## src/rtl/ahb_decoder_mux.sv

```systemverilog
`default_nettype none
// ============================================================================
//  Module   : ahb_decoder_mux
//  Purpose  : AHB-Lite address decoder and response multiplexer for one
//             manager and REGIONS subordinates. The address phase is decoded
//             combinationally; a data-phase register steers HREADY/HRESP/
//             HRDATA back from the selected target. A built-in default
//             subordinate answers unmapped accesses with a two-cycle ERROR.
//             Optional hang timeout: define AHB_DECODER_TIMEOUT_EN.
//  Revision : 1.0 - initial release
// ============================================================================
module ahb_decoder_mux #(
  parameter int                            DATA_WIDTH     = 32,
  parameter int                            ADDR_WIDTH     = 32,
  parameter int                            REGIONS        = 4,
  parameter logic [REGIONS*ADDR_WIDTH-1:0] REGION_BASE    = {REGIONS{32'h0}},
  parameter logic [REGIONS*ADDR_WIDTH-1:0] REGION_SIZE    = {REGIONS{32'h0010_0000}},
  parameter int                            IDLE_ENABLE    = 1,
  parameter logic [ADDR_WIDTH-1:0]         IDLE_BASEADDR  = 32'hE000_0000,
  parameter logic [ADDR_WIDTH-1:0]         IDLE_SIZE      = 32'h2000_0000,
  parameter int                            TIMEOUT_CYCLES = 1024
) (
  input  logic                          HCLK,
  input  logic                          HRESETn,
  // upstream (manager side)
  input  logic                          S_HSEL,
  input  logic [ADDR_WIDTH-1:0]         S_HADDR,
  input  logic                          S_HWRITE,
  input  logic [2:0]                    S_HSIZE,
  input  logic [2:0]                    S_HBURST,
  input  logic [3:0]                    S_HPROT,
  input  logic [1:0]                    S_HTRANS,
  input  logic                          S_HMASTLOCK,
  input  logic [DATA_WIDTH-1:0]         S_HWDATA,
  input  logic                          S_HMASTER,
  output logic                          S_HREADY,
  output logic                          S_HRESP,
  output logic [DATA_WIDTH-1:0]         S_HRDATA,
  // downstream (subordinate side)
  output logic [REGIONS-1:0]            M_HSEL,
  output logic [ADDR_WIDTH-1:0]         M_HADDR,
  output logic                          M_HWRITE,
  output logic [2:0]                    M_HSIZE,
  output logic [2:0]                    M_HBURST,
  output logic [3:0]                    M_HPROT,
  output logic [1:0]                    M_HTRANS,
  output logic                          M_HMASTLOCK,
  output logic [DATA_WIDTH-1:0]         M_HWDATA,
  output logic                          M_HREADYIN,
  input  logic [REGIONS-1:0]            M_HREADY,
  input  logic [REGIONS-1:0]            M_HRESP,
  input  logic [REGIONS*DATA_WIDTH-1:0] M_HRDATA,
  output logic [REGIONS-1:0]            M_TIMEOUT
);

  // Default-subordinate states
  localparam logic [1:0] c_st_idle = 2'd0;
  localparam logic [1:0] c_st_err1 = 2'd1;
  localparam logic [1:0] c_st_err2 = 2'd2;

  localparam logic [ADDR_WIDTH-1:0] c_idle_mask = ~(IDLE_SIZE - ADDR_WIDTH'(1));

  // Elaboration-time parameter sanity
  if (REGIONS < 1 || REGIONS > 16) begin : g_chk_regions
    $error("ahb_decoder_mux: REGIONS must be in 1..16");
  end
  if (TIMEOUT_CYCLES < 2) begin : g_chk_timeout
    $error("ahb_decoder_mux: TIMEOUT_CYCLES must be at least 2");
  end

  logic [REGIONS-1:0]    w_hit;
  logic [REGIONS-1:0]    w_sel;
  logic [REGIONS-1:0]    w_blocked;
  logic [REGIONS-1:0]    w_dsel_next;
  logic                  w_any_hit;
  logic                  w_idle_hit;
  logic                  w_active;
  logic                  w_dflt_next;
  logic                  w_dok_next;
  logic                  w_abort;
  logic                  w_sel_ready;
  logic                  w_sel_resp;
  logic [DATA_WIDTH-1:0] w_sel_rdata;

  logic [REGIONS-1:0]    r_dsel;
  logic                  r_dflt;
  logic                  r_dok;
  logic [1:0]            r_state;

  // Address-phase region match; regions flagged by the timeout logic are
  // treated as unmapped.
  for (genvar gi = 0; gi < REGIONS; gi++) begin : g_region
    localparam logic [ADDR_WIDTH-1:0] c_base = REGION_BASE[gi*ADDR_WIDTH +: ADDR_WIDTH];
    localparam logic [ADDR_WIDTH-1:0] c_mask =
      ~(REGION_SIZE[gi*ADDR_WIDTH +: ADDR_WIDTH] - ADDR_WIDTH'(1));
    assign w_hit[gi] = S_HSEL && !w_blocked[gi] && ((S_HADDR & c_mask) == c_base);
  end

  // Isolate the lowest set bit so overlapping regions resolve to the lowest index
  assign w_sel      = w_hit & (~w_hit + REGIONS'(1));
  assign w_any_hit  = |w_hit;
  assign w_idle_hit = (IDLE_ENABLE != 0) && S_HSEL && ((S_HADDR & c_idle_mask) == IDLE_BASEADDR);
  assign w_active   = S_HSEL && S_HTRANS[1];

  assign w_dsel_next = w_active ? w_sel : '0;
  assign w_dflt_next = w_active && !w_any_hit && !w_idle_hit && !S_HMASTER;
  assign w_dok_next  = S_HSEL && !w_any_hit && !w_dflt_next;

  // Broadcast copies of the upstream address/control/data
  assign M_HSEL      = w_sel;
  assign M_HADDR     = S_HADDR;
  assign M_HWRITE    = S_HWRITE;
  assign M_HSIZE     = S_HSIZE;
  assign M_HBURST    = S_HBURST;
  assign M_HPROT     = S_HPROT;
  assign M_HTRANS    = S_HTRANS;
  assign M_HMASTLOCK = S_HMASTLOCK;
  assign M_HWDATA    = S_HWDATA;
  assign M_HREADYIN  = S_HREADY;

  // Pick the response of the region that owns the current data phase
  always_comb begin
    w_sel_ready = 1'b0;
    w_sel_resp  = 1'b0;
    w_sel_rdata = '0;
    for (int i = 0; i < REGIONS; i++) begin
      if (r_dsel[i]) begin
        w_sel_ready = M_HREADY[i];
        w_sel_resp  = M_HRESP[i];
        w_sel_rdata = M_HRDATA[i*DATA_WIDTH +: DATA_WIDTH];
      end
    end
  end

`ifdef AHB_DECODER_TIMEOUT_EN
  localparam int                 c_wcnt_w    = $clog2(TIMEOUT_CYCLES + 1);
  localparam logic [c_wcnt_w-1:0] c_wcnt_last = c_wcnt_w'(TIMEOUT_CYCLES - 1);

  logic [c_wcnt_w-1:0] r_wcnt;
  logic [REGIONS-1:0]  r_timeout;
  logic                w_stall;

  assign w_stall   = (|r_dsel) && !w_sel_ready;
  assign w_abort   = w_stall && (r_wcnt == c_wcnt_last);
  assign w_blocked = r_timeout;
  assign M_TIMEOUT = r_timeout;

  // Count consecutive wait states; on expiry flag the stuck region for good
  always_ff @(posedge HCLK or negedge HRESETn) begin
    if (!HRESETn) begin
      r_wcnt    <= '0;
      r_timeout <= '0;
    end else begin
      if (!w_stall || w_abort) r_wcnt <= '0;
      else                     r_wcnt <= r_wcnt + c_wcnt_w'(1);
      if (w_abort) r_timeout <= r_timeout | r_dsel;
    end
  end
`else
  assign w_abort   = 1'b0;
  assign w_blocked = '0;
  assign M_TIMEOUT = '0;
`endif

  // Data-phase tracking and default-subordinate sequencing
  always_ff @(posedge HCLK or negedge HRESETn) begin
    if (!HRESETn) begin
      r_dsel  <= '0;
      r_dflt  <= 1'b0;
      r_dok   <= 1'b0;
      r_state <= c_st_idle;
    end else if (w_abort) begin
      // A hung region is dropped and the manager gets an ERROR instead
      r_dsel  <= '0;
      r_dflt  <= 1'b1;
      r_dok   <= 1'b0;
      r_state <= c_st_err1;
    end else if (S_HREADY) begin
      // ERR2 drives HREADY high, so a transfer issued then is decoded here
      r_dsel  <= w_dsel_next;
      r_dflt  <= w_dflt_next;
      r_dok   <= w_dok_next;
      r_state <= w_dflt_next ? c_st_err1 : c_st_idle;
    end else if (r_state == c_st_err1) begin
      r_state <= c_st_err2;
    end
  end

  // Response mux back to the manager
  always_comb begin
    S_HREADY = 1'b1;
    S_HRESP  = 1'b0;
    S_HRDATA = '0;
    if (|r_dsel) begin
      S_HREADY = w_sel_ready;
      S_HRESP  = w_sel_resp;
      S_HRDATA = w_sel_rdata;
    end else if (r_dflt) begin
      S_HREADY = (r_state == c_st_err2);
      S_HRESP  = 1'b1;
    end else if (r_dok) begin
      S_HREADY = 1'b1;
      S_HRESP  = 1'b0;
      S_HRDATA = '0;
    end
  end

endmodule
`default_nettype wire

```

## config.mk

```make
export PLATFORM = sky130hd
export DESIGN_NAME = ahb_decoder_mux
export DESIGN_NICKNAME = d
export VERILOG_FILES = /design/src/rtl/ahb_decoder_mux.sv
export SDC_FILE = /design/constraint.sdc
export NUM_CORES = 1
export LEC_CHECK = 0
export BUFFER_PORTS_ARGS = -buffer_cell sky130_fd_sc_hd__clkbuf_2
export CAP_MARGIN = 20
export CORE_AREA = 2 2 133 135
export DETAILED_ROUTE_END_ITERATION = 10
export DIE_AREA = 0 0 135 137
export PLACE_DENSITY = 0.42
export SLEW_MARGIN = 20
export SYNTH_ARGS = -nofsm -noshare
export SYNTH_HDL_FRONTEND = slang
export SYNTH_SLANG_ARGS = --single-unit
```

## constraint.sdc

```tcl
create_clock -name HCLK -period 1.17 [get_ports HCLK]
set_input_delay 0.0585 -clock HCLK [delete_from_list [all_inputs] [get_ports HCLK]]
set_output_delay 0.0585 -clock HCLK [all_outputs]
set_load 0.01 [all_outputs]
```

======== Yosys cells after proc, flatten, opt, wreduce, memory -nomap -nowiden ========
Cells that the tools add are included.
storage, ports and cells
  register bits ........................... 7
cells by class
  eq/ne operators ......................... 3
  bitwise logic cells ..................... 2
  add/sub/neg operators ................... 1
  muxes and demuxes ....................... 21
  reductions and logical operators ........ 12
operators with widths
  kind                                           number
  two-way mux 32 bit                             5
  logical NOT 32 bit                             1
  two-way mux 1 bit                              13
  logical AND 1 bit                              6
  adder 4 x 1 -> 4 bit, second input constant    1
  bitwise AND 4 bit                              1
  two-way mux 2 bit                              2
  two-way mux 4 bit                              1
  NOT 4 bit                                      1
  OR reduction 4 bit                             1
  == test 3 bit, second input constant           1
  logical NOT 1 bit                              3
  == test 2 x 1 -> 1 bit, second input constant  1
  == test 2 bit, second input constant           1
  nonzero test 2 bit                             1

======== Logic depth before layout (Yosys ltp) ========
  depth after elaboration ................. 8
  mapped depth ............................ 4
  mapped depth without buffers ............ 4

======== Least setup slack after synthesis ========
No wires, ideal clock.
  path type ............................... reg-to-reg
  start ................................... register r_dsel[0]
  end ..................................... register r_state[0]
  clock period less this slack ............ 1.160 ns
  buffers on the path ..................... 0
  setup time .............................. 0.132 ns
  data required time ...................... 1.038 ns
  cell stages (with the launch flop) ...... 5
  data arrival time ....................... 1.027 ns
  setup slack ............................. 0.010 ns
  cells stage by stage .................... dfrtp_1 nand2b_1 o22a_1 nand3_1 o21ai_0
between the ends
  cells in the longest elaborated chain, start to end .. 6
RTL lines
  element                                                  RTL line  text
  from (decl)                                              85        logic [REGIONS-1:0] r_dsel;
  from (signal assigned)                                   180       r_dsel <= w_dsel_next;
  two-way mux 1 bit (4 in a row)                           127       if (r_dsel[i]) begin
  two-way mux 1 bit *                                      194       if (|r_dsel) begin
  via M_HREADYIN                                           49        output logic M_HREADYIN,
  two-way mux 2 bit or nonzero test 2 bit (tied branches)  n/a
  to (signal assigned)                                     177       r_state <= c_st_err1;
  to (signal assigned)                                     183       r_state <= w_dflt_next ? c_st_err1 : c_st_idle;
  to (signal assigned)                                     185       r_state <= c_st_err2;
  to (decl)                                                88        logic [1:0] r_state;
Mark *: on every way through the listed nets, which the timed path passes. The rest lies on a longest branch.
A chain may end at the register's enable or synchronous reset.

======== Worst setup path after layout ========
  start ................................... register r_dsel[0]
  end ..................................... output S_HREADY
between the ends
  cells in the longest elaborated chain, start to end .. 5
RTL lines
  element                         RTL line  text
  two-way mux 1 bit (4 in a row)  127
  two-way mux 1 bit *             194
  to (decl)                       36        output logic S_HREADY,
Every way passes the cells marked *; elsewhere a longest branch is shown, timed or not.

==> insert_results.sql <==
INSERT INTO impl_metrics (metric_group, metric, value, unit) VALUES
('status', 'run_status', 'complete, but fails checks', ''),
('status', 'violations', 'negative setup slack', ''),
('sta', 'setup_viol', '22', ''),
('placed_design', 'gp_routability_congestion', '0.6531', ''),
('cells_and_area', 'layoutNonFillerInstCount', '399', ''),
('logic_synthesis', 'synth.ff_latch_count', '4', ''),
('placed_design', 'place_inst', '394', ''),
('clock_network', 'clock_tree.root_cell', 'clkbuf_16', ''),
('hold_path', 'hold_path_depth', '2', ''),
('clock_network', 'cts_htree_levels', '1', ''),
('logic_synthesis', 'mean_area_per_synthesized_cell', '7.349', 'um^2'),
('cells_and_area', 'fillers', '2056', ''),
('clock_network', 'clock_sink_count', '4', ''),
('route', 'detailroute.via_count', '915', ''),
('sta', 'setup_total_negative_slack', '-572.2', 'ps'),
('hold_path', 'worst_hold_path_type', 'in2reg', ''),
('sta', 'period_needed', '1283', 'ps'),
('worst_setup_path', 'capturing_point_of_the_worst_reg2reg_path', 'r_state[0]', ''),
('placed_design', 'buffer_ports.inserted', '99', ''),
('cells_and_area', 'n_antenna_cell', '0', ''),
('power_and_ir_drop', 'ir_worst_vdd', '434.7', 'uV'),
('floorplan', 'design.die.area', '18500', 'um^2'),
('floorplan', 'ios', '339', ''),
('sta', 'rsz0062_at_grt', 'yes', ''),
('floorplan', 'fp.dieW', '135', 'um'),
('floorplan', 'start_util', '6.463', '%'),
('sta', 'timing_hold_violations_final', '0', ''),
('worst_setup_path', 'cp_data_arrival_time', '1220', 'ps'),
('route', 'drt-wirelength-per-cell', '13.64', 'um'),
('power_and_ir_drop', 'pwr_density_cell', '623.7', 'nW/um^2'),
('route', 'firstDrtPassIters', '4', ''),
('global_route', 'grt_pass1_wl', '6900', 'um'),
('clock_network', 'worst_skew_pair.late_latency', '230', 'ps'),
('power_and_ir_drop', 'total_power', '0.8834', 'mW'),
('global_route', 'grt_antenna_before_repair', '0', ''),
('worst_setup_path', 'crit_chain', 'nand2b_4 -> o22a_4 -> buf_6 -> buf_8', ''),
('worst_setup_path', 'max_stage_delay', '390', 'ps'),
('logic_synthesis', 'synth_seq_area_share', '9.081', '%'),
('cells_and_area', 'area_added_between_synthesis_and_finish', '28.49', '%'),
('worst_setup_path', 'worstSetupEndpointType', 'primary output', ''),
('worst_setup_path', 'cp_data_required_time', '1110', 'ps'),
('global_route', 'globalRoute.totalOverflow', '0', ''),
('hold_path', 'worst_hold_startpoint', 'M_HREADY[0]', ''),
('hold_path', 'min_to', 'r_dsel[0]', ''),
('global_route', 'grt_use_total', '5.536', '%'),
('cells_and_area', 'proportion_of_layout_cells_with_a_drive_suffix_above_1', '64.94', '%'),
('route', 'post_drt_via_cell_ratio', '2.293', ''),
('worst_setup_path', 'crit_slowest_cell', 'dfrtp_1', ''),
('floorplan', 'placeableCoreArea', '17060', 'um^2'),
('sta', 'final.setup.worst_slack', '-113.5', 'ps'),
('route', 'postRouteAntennaNets', '0', ''),
('job', 'drv_cap', '0', ''),
('worst_setup_path', 'critPathMaxFanout', '4', ''),
('route', 'finalWirelength', '5444', 'um'),
('global_route', 'grt_max_degree', '34', ''),
('floorplan', 'row_count', '48', ''),
('logic_synthesis', 'synthesis.area', '1102', 'um^2'),
('logic_synthesis', 'yosys.cell_types.count', '19', ''),
('worst_setup_path', 'crit_type', 'reg2out', ''),
('route', 'post-route-drc-count', '0', ''),
('worst_setup_path', 'worst_r2r_path_depth', '5', ''),
('clock_network', 'cts-buffers-inserted', '3', ''),
('clock_network', 'clkTransAtPathRegs', '30', 'ps'),
('worst_setup_path', 'regToRegSetupSlack', '-10', 'ps'),
('power_and_ir_drop', 'p_leak', '0.7229', 'nW'),
('sta', 'report.final.slew_viol_count', '0', ''),
('placed_design', 'placement.cell_area', '1267', 'um^2'),
('logic_synthesis', 'post_synth_inst_count', '150', ''),
('sta', 'fmax', '779.1', 'MHz'),
('clock_network', 'tritoncts', 'yes', ''),
('cells_and_area', 'sequential_cell_area', '100.1', 'um^2'),
('cells_and_area', 'multi_input_comb_area', '377.9', 'um^2'),
('worst_setup_path', 'crit_path_start_kind', 'flip-flop', ''),
('logic_synthesis', 'yosys_warn_count', '0', ''),
('clock_network', 'cts-root-to-sink-buffers', '2', ''),
('floorplan', 'die_height', '137', 'um'),
('cells_and_area', 'final_non_filler_cell_area', '1416', 'um^2'),
('route', 'detailedRoute.firstIterationViolations', '16', ''),
('cells_and_area', 'final_nets', '394', ''),
('worst_setup_path', 'critical_path.reg2reg.startpoint', 'r_dsel[0]', ''),
('global_route', 'vias_in_the_first_global_route', '923', ''),
('sta', 'worst_clock_skew_on_the_final_layout', '0.9487', 'ps'),
('sta', 'period_share', '109.7', '%'),
('placed_design', 'place_hpwl', '5040', 'um');
-- layer usage --
layer,share of wire [%],up-vias,global-route usage (%)
met2,42,88,8.404
li1,-,423,-
met5,0,-,0
met1,27,388,3.970
met3,29,16,7.667
met4,1.5,0,1.563
-- sequential cells by signal, indices dropped and copies added, names as in the netlist --
signal,flops
r_state,2
r_dflt,1
r_dsel,1
-- worst max path at each step --
| stage | depth (start not counted) | start | end | slack, ps |
|---|---|---|---|---|
| detailed placement | 4 | S_HADDR[27] | r_dsel[0] | 30 |
| global route | 4 | r_dsel[0] | S_HREADY | -160 |
| floorplan | 4 | r_dsel[0] | r_state[0] | 10 |
| global placement | 4 | r_dsel[0] | r_state[0] | 40 |
| finish | 4 | r_dsel[0] | S_HREADY | -110 |
| CTS | 4 | r_state[1] | S_HREADY | -160 |
-- synth_stat cells (all sizes together) --
master,n,share of area (%)
nand2b,1,0.57
conb,1,0.34
and2,32,18
nand4,1,0.57
buf,87,59
o22a,1,0.79
nand2,4,1.4
inv,3,1.0
nor2b,1,0.57
o32ai,1,0.79
dfrtp,4,9.1
o21ai,2,0.91
nor3,1,0.45
nand3,1,0.45
a311oi,1,0.79
clkbuf,3,1.0
nor4,1,1.1
nor4b,1,1.4
nor2,4,1.4
-- final cells by class --
cell class	instances	share of cell area, %
Clock buffer	3	5.300
Inverter	3	0.7951
Multi-Input combinational cell	59	26.68
Sequential cell	4	7.067
Tap cell	225	19.88
Timing Repair Buffer	105	40.28
-- cells by family (layout without fill, tap and decap cells) --
family,after synthesis,in the layout,share of synthesized area (%)
compound gates,5,5,3.292
buf+inv,93,111,61.29
flops,4,4,9.081
other cells,1,7,0.3402
simple gates,47,47,25.99
-- per-stage QoR --
stage	setup slack (ps)	util [%]	hold WS, ps
global route	-164.9	8.304	97.40
detailed placement	28.27	7.431	-128.5
global placement	43.87	7.431	-127.0
floorplan	10.28	-	-237.1
CTS	-159.7	8.099	79.58
finish	-113.5	8.304	80.73
-- where the power goes --
group	internal (mW)	total, mW	switching (mW)
registers	0.143	0.147	0.00434
logic	0.108	0.199	0.0917
clock network	0.437	0.537	0.0999
-- critical path, delay by kind of cell, from the launching register on --
family          cells  cell delay [ps]
compound gates      1              230
simple gates        1              150
buf+inv             2              230
flops               1              390
-- what timing repair did --
item | CTS | global route
gates cloned | 0 | 0
pin swaps | 1 | 1
setup buffers | 1 | 0
hold buffers | 1 | 0
endpoints found under the hold margin | 4 | 0
gates resized for setup | 5 | 10
endpoints found under the setup margin | 35 | 37
-- cell usage in the layout (no fill, tap or decap) --
| cell type | instances |
|---|---|
| clkbuf_2 | 97 |
| and2_1 | 32 |
| conb_1 | 7 |
| nor2_1 | 4 |
| nand2_1 | 4 |
| buf_6 | 4 |
| dfrtp_1 | 4 |
| inv_1 | 3 |
| clkbuf_16 | 3 |
| buf_4 | 2 |
| nor4_2 | 1 |
| nor4b_2 | 1 |
| nor3_1 | 1 |
| nand4_1 | 1 |
| nand2b_4 | 1 |
| nor2b_4 | 1 |
| o22a_4 | 1 |
| a311oi_1 | 1 |
| nand3_2 | 1 |
| o21ai_0 | 1 |
| o21ai_1 | 1 |
| o32ai_1 | 1 |
| dlygate4sd3_1 | 1 |
| buf_8 | 1 |
Note: power is estimated with default switching activity, not from simulation.
